**config.mk**
```make
export PLATFORM = sky130hd
export DESIGN_NAME = fill_drawer
export DESIGN_NICKNAME = d
export VERILOG_FILES = /design/src/rtl/fill_drawer.sv
export SDC_FILE = /design/constraint.sdc
export NUM_CORES = 1
export LEC_CHECK = 0
export CORE_AREA = 10 10 47 49
export CTS_BUF_LIST = sky130_fd_sc_hd__clkbuf_8
export CTS_CLUSTER_DIAMETER = 100
export DETAILED_ROUTE_END_ITERATION = 10
export DIE_AREA = 0 0 57 59
export MAX_ROUTING_LAYER = met4
export PLACE_DENSITY_LB_ADDON = 0.15
export RECOVER_POWER = 25
export SYNTH_ARGS = -nofsm -noshare
export SYNTH_HDL_FRONTEND = slang
export SYNTH_SLANG_ARGS = --single-unit
```
**constraint.sdc**
```tcl
create_clock -name clk -period 0.98 [get_ports clk]
set_input_delay 0.196 -clock clk [delete_from_list [all_inputs] [get_ports clk]]
set_output_delay 0.196 -clock clk [all_outputs]
set_load 0.05 [all_outputs]
```
**src/rtl/fill_drawer.sv**
```systemverilog
// Framebuffer fill engine: writes FILL_VALUE to pixels 0..PIXELS_COUNT-1, one per clock.
// Optional FILL_DRAWER_STRIPES_EN: write_data = FILL_VALUE ^ write_addr[0].
module fill_drawer #(
  parameter int   PIXELS_COUNT = 5,
  parameter logic FILL_VALUE   = 1'b0,
  parameter int   ADDR_WIDTH   =
    (PIXELS_COUNT > 1) ? $clog2(PIXELS_COUNT) : 1
) (
  input  logic                  clk,
  input  logic                  rst,
  input  logic                  start,
  output logic                  ready,
  output logic                  write_enable,
  output logic [ADDR_WIDTH-1:0] write_addr,
  output logic                  write_data
);

  typedef enum logic {
    IDLE = 1'b0,
    FILL = 1'b1
  } state_t;

  localparam logic [ADDR_WIDTH-1:0] LAST =
    ADDR_WIDTH'(PIXELS_COUNT - 1);

  state_t                state_q, state_d;
  logic [ADDR_WIDTH-1:0] addr_q, addr_d;
  logic                  ready_q, ready_d;
  logic                  we_q, we_d;
  logic                  data_q, data_d;

  always_ff @(posedge clk or posedge rst) begin
    if (rst) begin
      state_q <= IDLE;
      addr_q  <= '0;
      ready_q <= 1'b1;
      we_q    <= 1'b0;
      data_q  <= FILL_VALUE;
    end else begin
      state_q <= state_d;
      addr_q  <= addr_d;
      ready_q <= ready_d;
      we_q    <= we_d;
      data_q  <= data_d;
    end
  end

  always_comb begin
    state_d = state_q;
    addr_d  = addr_q;
    ready_d = ready_q;
    we_d    = we_q;
    unique case (state_q)
      IDLE: begin
        if (start) begin
          state_d = FILL;
          addr_d  = '0;
          ready_d = 1'b0;
          we_d    = 1'b1;
        end
      end
      FILL: begin
        // Stop on the last pixel so the counter never enters unused addresses.
        if (addr_q == LAST) begin
          state_d = IDLE;
          addr_d  = '0;
          ready_d = 1'b1;
          we_d    = 1'b0;
        end else begin
          addr_d = addr_q + 1'b1;
        end
      end
      default: begin
        state_d = IDLE;
        addr_d  = '0;
        ready_d = 1'b1;
        we_d    = 1'b0;
      end
    endcase
`ifdef FILL_DRAWER_STRIPES_EN
    data_d = FILL_VALUE ^ addr_d[0];
`else
    data_d = FILL_VALUE;
`endif
  end

  assign ready        = ready_q;
  assign write_enable = we_q;
  assign write_addr   = addr_q;
  assign write_data   = data_q;

endmodule

```
Word-level counts from Yosys, hierarchy flattened. Index checks and enable logic that the tools add are counted.

Add/sub/neg operators: 1. Eq/ne operators: 3. Muxes and demuxes: 12. Bitwise logic cells: 1. Reduce and logical (&&, ||, !) cells: 1.

Operator list (number): 1-bit two-way mux (6); 3-bit two-way mux (2); 1-bit one-hot mux with 2 select lines (3); 3-bit one-hot mux with 2 select lines (1); 3-bit by 1-bit adder with 3-bit output, second input constant (1); 3-bit == test, second input constant (1); 2-bit by 1-bit inequality test with 1-bit output, second input constant (1); 2-bit inequality test, second input constant (1); 2-bit AND reduction (1); 1-bit NOT (1).

Register bits after elaboration: 6. Output and inout bits: 6. Logic and storage cells: 22.

Logic depth before layout (Yosys ltp).
Depth after elaboration: 3. Depth in mapped cells: 5.

Worst setup path after synthesis. Ideal clock, no wire load.

Kind: register to register. Start point: reg addr_q[0], in the netlist write_addr[0]. End point: reg addr_q[2], in the netlist write_addr[2]. Arrival: 1.310 ns. Required time: 0.898 ns. Setup slack: -0.412 ns. Cell stages (with the launch flop): 6. Clock period less this slack: 1.392 ns. Cells stage by stage: dfrtp_1 -> inv_1 -> ha_1 -> nor2_1 -> nand2_1 -> a31oi_1.

Cells in the longest elaborated chain, start to end: 3.

Ends and longest elaborated chain: start, declared (line 27) `logic [ADDR_WIDTH-1:0] addr_q, addr_d;`; start signal, assigned (line 41) `addr_q <= addr_d;`; 3-bit by 1-bit adder with 3-bit output or 3-bit == test (tied branches) (line 70, 64); 3-bit two-way mux (*) (line 64) `if (addr_q == LAST) begin`; 3-bit one-hot mux with 2 select lines (*) (line 53) `unique case (state_q)`.

Mark *: on every way between the ends. The rest lies on a longest branch, timed or not. A chain may end at the register's enable or synchronous reset.

Worst setup path after layout.
Start point: reg addr_q[1], in the netlist write_addr[1]. End point: out write_addr[1].

RTL lines: end, declared (line 14) `output logic [ADDR_WIDTH-1:0] write_addr,`.

No word-level cell between the ends.

==> impl_metrics.toml <==
[cts]
cts_inserted_buffers = 3
clk_path_buf_depth = 2
clock_sink_count = 6
cts.clk_slew.worst_paths_ps = 40
clk_latency_ps = 230
cts_tree = "yes"
cts_max_level = 1
cts.root.buffer_cell = "sky130_fd_sc_hd__clkbuf_8"
number_of_buffers_added_to_fix_hold_violations_after_cts = 0

[routing]
routed-via-count = 284
route.detailed.vias_per_inst = 4.369
ant_nets = 0
drtIter0Drc = 2
firstDrtPassIters = 2
drcViolationCount = 0
wl_um = 748
wire_per_inst_um = 11.51

[setup_path]
cp-start-kind = "register"
library_cell_contributing_the_largest_single_delay_on_the_critical_path = "sky130_fd_sc_hd__dfrtp_2"
critical_path_peak_fanout = 3
worst_reg_to_reg_path_cell_count = 4
worst-endpoint-arrival_ps = 920
criticalPathCategory = "register to primary output"
crit_path_max_incr_delay_ps = 420
worst_setup_path_end_kind = "primary output"
list_of_cells_traversed_by_the_critical_path = "buf_6, buf_12"
r2r_slack_ps = -50
worst-endpoint-required_ps = 780

[yosys]
synth.yosys.seq_area_share = 0.5021
post_synth_num_cell_types = 16
synthesized_area_per_cell_um2 = 9.423
synthesis.instances = 32
yosys_register_bits = 6
syn_area_um2 = 301.5
yosysWarnings = 0
syn_nets = 37

[finish]
design.final.nets = 55
layout-area-overhead-vs-synth_pct = 94.19
register_area_um2 = 155.1
diodes = 0
final_design_area_no_fill_um2 = 585.6
multiInputGateArea_um2 = 162.7
number_of_inserted_filler_cells_in_the_final_layout = 144
post_route_cells_drive_above_1_share = 0.6122

[die]
die_area_um2 = 3363
dieWidth_um = 57
top_level_ports = 9
floorplan.core_area_um2 = 1401
std_cell_rows = 14
die_h_um = 59
initial_cell_density_of_the_core = 0.2152

[place]
postPlaceCellArea_um2 = 483.0
number_of_input_and_output_port_buffers_inserted = 7
place_congestion = 0.7580
hpwl_after_detailed_placement_um = 539.3
pre_cts_ws_ps = -154.5

[sta]
max_clock_freq_mhz = 899.3
final_hold_viol_count = 0
finalCritPeriodShare = 1.135
unrepaired_setup_endpoints_after_global_routing = "yes"
post-route-min-period_ps = 1112
final_max_slew_viol_count = 0
setup_viol_count_final = 8
finalWorstSetupSlack_ps = -132.0
clock_skew_after_layout_ps = 8.027

[worst_hold_path]
hold_path_class = "primary input to asynchronous set/reset pin"

[power]
intPower_mw = 1.481
power_frac_comb = 0.615
power_frac_seq = 0.227
clock_power_share = 0.158
power_density_nw_per_um2 = 4318
power.switching_fraction = 0.4143
total_leakage_power_nw = 0.2731
vdd_drop_max_mv = 1.675
power_dissipated_by_switching_net_loads_mw = 1.048

[flow_run]
cap_violations = 0

[global_route]
number_of_antenna_violations_at_the_first_check_in_global_routing = 0
number_of_global_route_vias_before_repair = 315
grt_overflow_total = 0
grt_max_degree = 11
grt_use_total = 0.05469
wire_length_of_the_first_global_routing_pass_um = 1317

[outcome]
violations = "negative setup slack"
run_status = "complete, but fails checks"
[final timing paths]
path | startpoint | to
worst max-delay path | write_addr[1] | write_addr[1]
worst min-delay path | rst | write_addr[2]
worst max register to register | write_addr[0] | write_addr[2]
worst min register to register | ready | ready
max in group asynchronous | rst | ready
min in group clk | ready | ready
[state kept, by name (all words and copies together) (netlist names)]
register	flops
ready	1
state_q	1
write_addr	3
write_enable	1
[placed cells by master (no fill, tap or decap), drive strengths merged]
| cell | count |
|---|---|
| o31ai | 2 |
| buf | 13 |
| a21oi | 2 |
| conb | 1 |
| clkdlybuf4s50 | 1 |
| ha | 2 |
| o21a | 1 |
| nand2 | 4 |
| inv | 5 |
| a31oi | 1 |
| dfstp | 1 |
| nand3 | 3 |
| dfrtp | 5 |
| nor2 | 2 |
| clkbuf | 3 |
| o21ai | 1 |
| dlygate4sd3 | 1 |
| nand2b | 1 |
[cell families after synthesis]
| group | after synthesis | share of synthesized area |
|---|---|---|
| AND/OR/NAND/NOR | 10 | 0.1452 |
| AO/OA/AOI/OAI | 7 | 0.1452 |
| buffers and inverters | 6 | 0.1120 |
| adder cells (fa/ha/maj) | 2 | 0.08297 |
| other | 1 | 0.01244 |
| flip-flops | 6 | 0.5021 |
[routing by layer]
metal	share of wire	GRT usage	routed length, µm
met3	0.080	0.02790	60
met4	0.041	0.06040	31
met5	0	-	0
met2	0.53	0.08682	395
met1	0.35	0.04286	260
[layout make-up]
| type | instances | share of cell area |
|---|---|---|
| Sequential cell | 6 | 0.2650 |
| Tap cell | 16 | 0.03419 |
| Timing Repair Buffer | 15 | 0.3205 |
| Clock buffer | 3 | 0.07051 |
| Inverter | 4 | 0.02564 |
| Clock inverter | 1 | 0.006410 |
| Multi-Input combinational cell | 20 | 0.2778 |
[power by group through the flow]
stage	clock network, mW	logic, mW	registers (mW)
after floorplan	0	0.469	0.836
after global placement	0	1.33	0.568
after detailed placement	0	1.34	0.577
after CTS	0.411	1.55	0.569
after global routing	0.428	1.66	0.597
final	0.398	1.56	0.575
[cell usage after synthesis, drive strengths merged]
library cell	n	area share
dfrtp	5	0.41
inv	4	0.050
nand2	4	0.050
nand3	3	0.050
a21oi	2	0.033
buf	2	0.062
ha	2	0.083
nor2	2	0.025
o31ai	2	0.050
a31oi	1	0.021
conb	1	0.012
dfstp	1	0.087
nand2b	1	0.021
o21a	1	0.025
o21ai	1	0.017
[worst max-delay path: cells and delay by family, from the launching register on]
| family | cells | cell delay, ps |
|---|---|---|
| buffers and inverters | 2 | 250 |
| flip-flops | 1 | 420 |
[stage by stage]
stage | setup TNS (ps) | cells | hold slack, ps | util | power, mW
6_report | -470.5 | 65 | 314.0 | 0.4179 | 2.528
5_1_grt | -776.2 | 65 | 344.0 | 0.4179 | 2.685
4_1_cts | -466.6 | 65 | 185.1 | 0.4134 | 2.528
3_5_place_dp | -662.4 | 58 | 433.3 | 0.3446 | 1.919
3_3_place_gp | -512.1 | 58 | 426.3 | 0.3446 | 1.895
2_1_floorplan | -609.9 | 32 | -13.90 | - | 1.304
[repair_timing]
item | in CTS | in global routing
pin swaps | 3 | 0
endpoints found under the setup margin | 10 | 10
setup buffers | 3 | 0
gates resized for setup | 7 | 2
(Power assumes the default switching activity.)
==> patch 1, RTL diff (config.mk and constraints unchanged) <==
Change the parameter `PIXELS_COUNT` from 5 to 10.
--- a/src/rtl/fill_drawer.sv
+++ b/src/rtl/fill_drawer.sv
@@ -3,3 +3,3 @@
 module fill_drawer #(
-  parameter int   PIXELS_COUNT = 5,
+  parameter int   PIXELS_COUNT = 10,
   parameter logic FILL_VALUE   = 1'b0,
Interface: changed (resized write_addr); port bits go from 9 to 10. No check against the original RTL was run, so the function may have changed too.
==> patch 1 against the original RTL <==
  * Sequential cell count increased by 1
  * The flow still finishes with violations (setup timing)
  * Utilization increased by 11 points
  * Cell count increased by 18%
  * Wire length increased by 41%
  * Area after synthesis increased by 31%
  * Synthesized cell count increased by 16%
  * Combinational power increased by 33%
  * Via count increased by 36%
  * Worst setup slack got worse by 31 ps
  * Critical path type unchanged
  * Sequential share of layout area decreased by 2.0 points
  * Design area increased by 26%
  * Power increased by 24%
==> patch 1: results (changes against the original RTL) <==
Run status
  • Status: finished, violations left
  • Violated checks: setup timing

Synth
  • Largest cells by area after synthesis: dfrtp_1 (38%), dfstp_2 (6.7%), ha_1 (6.3%), nand3b_4 (5.1%), o21ai_2 (4.4%)
  • Yosys cell types: 24 (+8)
  • Warnings, synthesis: 0 (unchanged)
  • Asr flop ratio synth: 100% (unchanged)
  • Sequential area share after synthesis: 44.8% (-5.4 points)
  • Net Count, Synth: 42 (+14%)
  • Top cells by count, synth: dfrtp_1 (6), inv_1 (3), o21ai_0 (3)

Setup path
  • Setup slack, reg-to-reg: -120 ps (-70 ps)
  • Arrival @ worst endpoint: 950 ps (+30 ps)
  • Reg2reg path depth: 5 (+1)
  • CP max FO: 4 (+1)

Power and ir drop
  • Maximum vdd drop: 1.67 mV (about the same)
  • Pleak: 0.348 nW (+28%)
  • P_int: 0.00185 W (+25%)

Place
  • Area after DPL: 606 sq um (+25%)
  • Routability cong.: 0.801 (+5.7%)
  • DPL Wire Length: 723 um (+34%)
  • Port Buffers: 8 (+1)

Global route
  • Antenna violations before repair: 0 (unchanged)
  • Largest net degree at the start of global routing: 10 (-1)
  • GRT Total Usage: 6.74% (+1.3 points)
  • Vias in the first global route: 374 (+19%)
  • First-pass GRT wire length: 1680 um (+27%)

Finish
  • Max reg flops: 4 (+1)
  • N_diodes: 0 (unchanged)
  • Post-layout net count: 67 (+22%)
  • Fillers: 125 (-13%)
  • Layout cells sized above 1: 65.6% (+4.3 points)

STA
  • Post-route worst hold slack: 330 ps (+15.5 ps)
  • Worst clock skew: 4.98 ps (-3.05 ps)
  • Setup ws final: -163 ps (-31.4 ps)
  • Final setup violation count: 13 (+5)

Drt
  • DRT Pass-1 Iters: 4 (+2)
  • 1st-iter DRT viols: 7 (+5)
  • Final WL: 1050 um (+41%)
  • Via count: 386 (+36%)

Clock network
  • CTS Buf Count: 3 (unchanged)
patch 1: changes by cell type in the layout (fill, tap and decap cells not counted), moves of 2 or more:
cell / before / now
buf_4: 6 / 10
buf_6: 2 / 4
o21ai_1: 0 / 3
o21ai_2: 0 / 2
nand3_2: 3 / 0
patch 1: what timing repair did:
item | CTS | global route
hold buffers | 0 | 0
setup buffers | 6 | 1
setup endpoints to repair | 12 | 13
pin swaps | 5 | 1
gates resized for setup | 7 | 3
patch 1: worst paths after layout:
kind,to,start
hold / removal,state_q,rst
min in group clk,ready,ready
setup / recovery,write_addr[0],write_addr[0]
setup reg to reg,write_addr[3],write_addr[1]
max in group asynchronous,ready,rst
hold reg to reg,ready,ready
patch 1: layout make-up:
class | count | share of cell area [%]
Tap cell | 16 | 2.70
Multi-Input combinational cell | 25 | 30.1
Clock inverter | 1 | 0.507
Sequential cell | 7 | 24.5
Clock buffer | 3 | 5.57
Inverter | 3 | 1.52
Timing Repair Buffer | 22 | 35.1
patch 1: logic make-up after synthesis:
| family | count (synthesis) | synth area share (%) |
|---|---|---|
| buffers and inverters | 5 | 7.62 |
| and+or+nand+nor | 13 | 24.4 |
| DFF | 7 | 44.8 |
| adders and majority gates | 2 | 6.35 |
| muxes | 1 | 2.54 |
| AOI/OAI and AO/OA | 8 | 13.3 |
| other | 1 | 0.951 |
patch 1: metrics by stage:
stage / instances / worst slack [ps] / util [%] / TNS [ps]
CTS: 76 / -165 / 51.5 / -1040
detailed placement: 66 / -217 / 43.2 / -791
floorplan: 37 / -224 / - / -1150
global route: 77 / -175 / 52.9 / -1400
global placement: 66 / -208 / 43.2 / -644
finish: 77 / -163 / 52.9 / -1120
patch 1: worst max-delay path, stage by stage (launching register included):
cell and delay, ps:
dfrtp_2 430, buf_6 140, buf_12 140
patch 1: layer usage:
metal	part of all wire (%)	global-route usage, %	up-vias
met3	6.8	3.65	3
li1	-	-	176
met4	2.2	4.03	0
met5	0	-	-
met2	52	10.5	17
met1	39	6.49	190
patch 1: power groups by stage:
stage	combinational (W)	clock, W	sequential, W
finish	0.00207	0.000408	0.000650
global route	0.00219	0.000430	0.000666
CTS	0.00201	0.000408	0.000643
detailed placement	0.00169	0	0.000682
global placement	0.00168	0	0.000677
floorplan	0.000509	0	0.00103
==> patch 2, RTL diff (config.mk and constraints unchanged) <==
Made on the original files. Make the reset (`rst`) synchronous in one clocked block.
--- a/src/rtl/fill_drawer.sv
+++ b/src/rtl/fill_drawer.sv
@@ -31,3 +31,3 @@
 
-  always_ff @(posedge clk or posedge rst) begin
+  always_ff @(posedge clk) begin
     if (rst) begin
Check against the original RTL: differs if rst is asserted again (counterexample within 4 cycles, from zero or initial values and one cycle with rst high); with rst held inactive, the same outputs for 10 cycles.
==> patch 2 against the original RTL <==
  * The run still ends with setup timing left
  * Wire length shrank 3.2%
  * Sequential cell count is the same
  * Cell count shrank 3.1%
  * Area after synthesis shrank 3.7%
  * Count of clock-buffer cells in the layout is the same
  * Non-clock buffer count shrank 2
  * Design area shrank 4.3%
  * Worst setup slack gained 82 ps
  * Critical path type is now reg -> reg
  * Critical endpoint is now write_addr[2]
  * Highest routed layer unchanged
Power is not compared: it rests on default switching activity, and its combinational part moved more than twofold at a synthesized area within 25%.
==> patch 2: results (changes against the original RTL) <==
Drt
  • Met2 WL post-DR: 421 um (+6.6%)
  • 1st-iter DRT viols: 1 (-1)
  • Via count: 265 (-6.7%)
  • Final WL: 724 um (-3.2%)
  • DRT met1 WL: 253 um (-2.7%)
  • Routed wl met3: 42 um (-30%)

STA
  • Setup TNS: -160 ps (+311 ps)
  • Final setup violation count: 5 (-3)
  • Worst clock skew: 5.76 ps (-2.27 ps)
  • Setup ws final: -50.1 ps (+81.8 ps)

Synth
  • Synth Area in Adders: 8.62% (+0.32 points)
  • Asr flop ratio synth: 0% (-100 points)
  • Compound-gate portion of the synthesized area: 15.9% (+1.4 points)
  • Average size of a mapped cell: 9.07 sq um (-3.7%)
  • Top cells by count, synth: dfxtp_1 (6), nor3b_1 (4), inv_1 (3), nor2_1 (3)
  • Sequential area share after synthesis: 41.4% (-8.8 points)
  • Yosys cell types: 17 (+1)
  • Largest cells by area after synthesis: dfxtp_1 (41%), nor3b_1 (10%), ha_1 (8.6%), a31oi_1 (4.3%), buf_6 (3.9%)

Finish
  • Final Instance Count excl. Fillers: 63 (-3.1%)
  • N_diodes: 0 (unchanged)
  • Layout cells sized above 1: 53.2% (-8.0 points)
  • Reg area: 133 sq um (-15%)
  • Post-layout net count: 53 (-3.6%)

Place
  • Area after DPL: 488 sq um (+1.0%)
  • Inst Count DP: 58 (unchanged)
  • DPL Wire Length: 571 um (+5.9%)
  • Routability cong.: 0.751 (-0.95%)
  • Worst slack, placed: -279 ps (-124 ps)

Setup path
  • Setup crit end kind: register
  • Arrival @ worst endpoint: 1170 ps (+250 ps)
  • Crit-path max cell delay: 370 ps (-50 ps)
  • Slowest cell on the critical path: dfxtp_4

Min path
  • Min-delay worst type: reg -> reg

Clock network
  • Clk slew on worst S/H paths: 40 ps (about the same)

Global route
  • Largest net degree at the start of global routing: 9 (-2)
  • GR met3 Demand/Resource: 3.00% (+0.21 points)
  • GRT Total Usage: 4.93% (-0.54 points)
  • First-pass GRT wire length: 1250 um (-5.2%)
  • Met1 usage: 3.80% (-0.48 points)

Power and ir drop
  • Pleak: 0.222 nW

Run status
  • Violated checks: setup timing
  • Status: finished, violations left
patch 2: final timing paths:
kind | end | slack [ps] | cells past startpoint
worst max-delay path | write_addr[2] | -50 | 5
worst min-delay path | ready | 550 | 2
worst max register to register | write_addr[2] | -50 | 5
worst min register to register | ready | 550 | 2
patch 2: layout make-up:
class                      count  area share, %
clock inverter                 1          0.670
timing repair buffer          13           30.1
inverter                       3           2.90
sequential                     6           23.7
clock buffer                   3           7.37
tap                           16           3.57
multi-input combinational     21           31.7
patch 2: repair_timing:
action	in CTS	in global routing
setup endpoints to repair	4	7
resized for setup	2	4
buffers inserted	1	0
patch 2: cells by family after synthesis:
| family | Yosys count |
|---|---|
| fa+ha+maj | 2 |
| flops | 6 |
| simple gates | 11 |
| other cells | 1 |
| compound gates | 7 |
| buf+inv | 5 |
patch 2: critical path, delay by kind of cell (launching register included):
family                     cells  cell delay, ps
DFF                            1             370
AOI/OAI and AO/OA              2             230
adders and majority gates      1             160
and+or+nand+nor                1             150
buffers and inverters          1              40
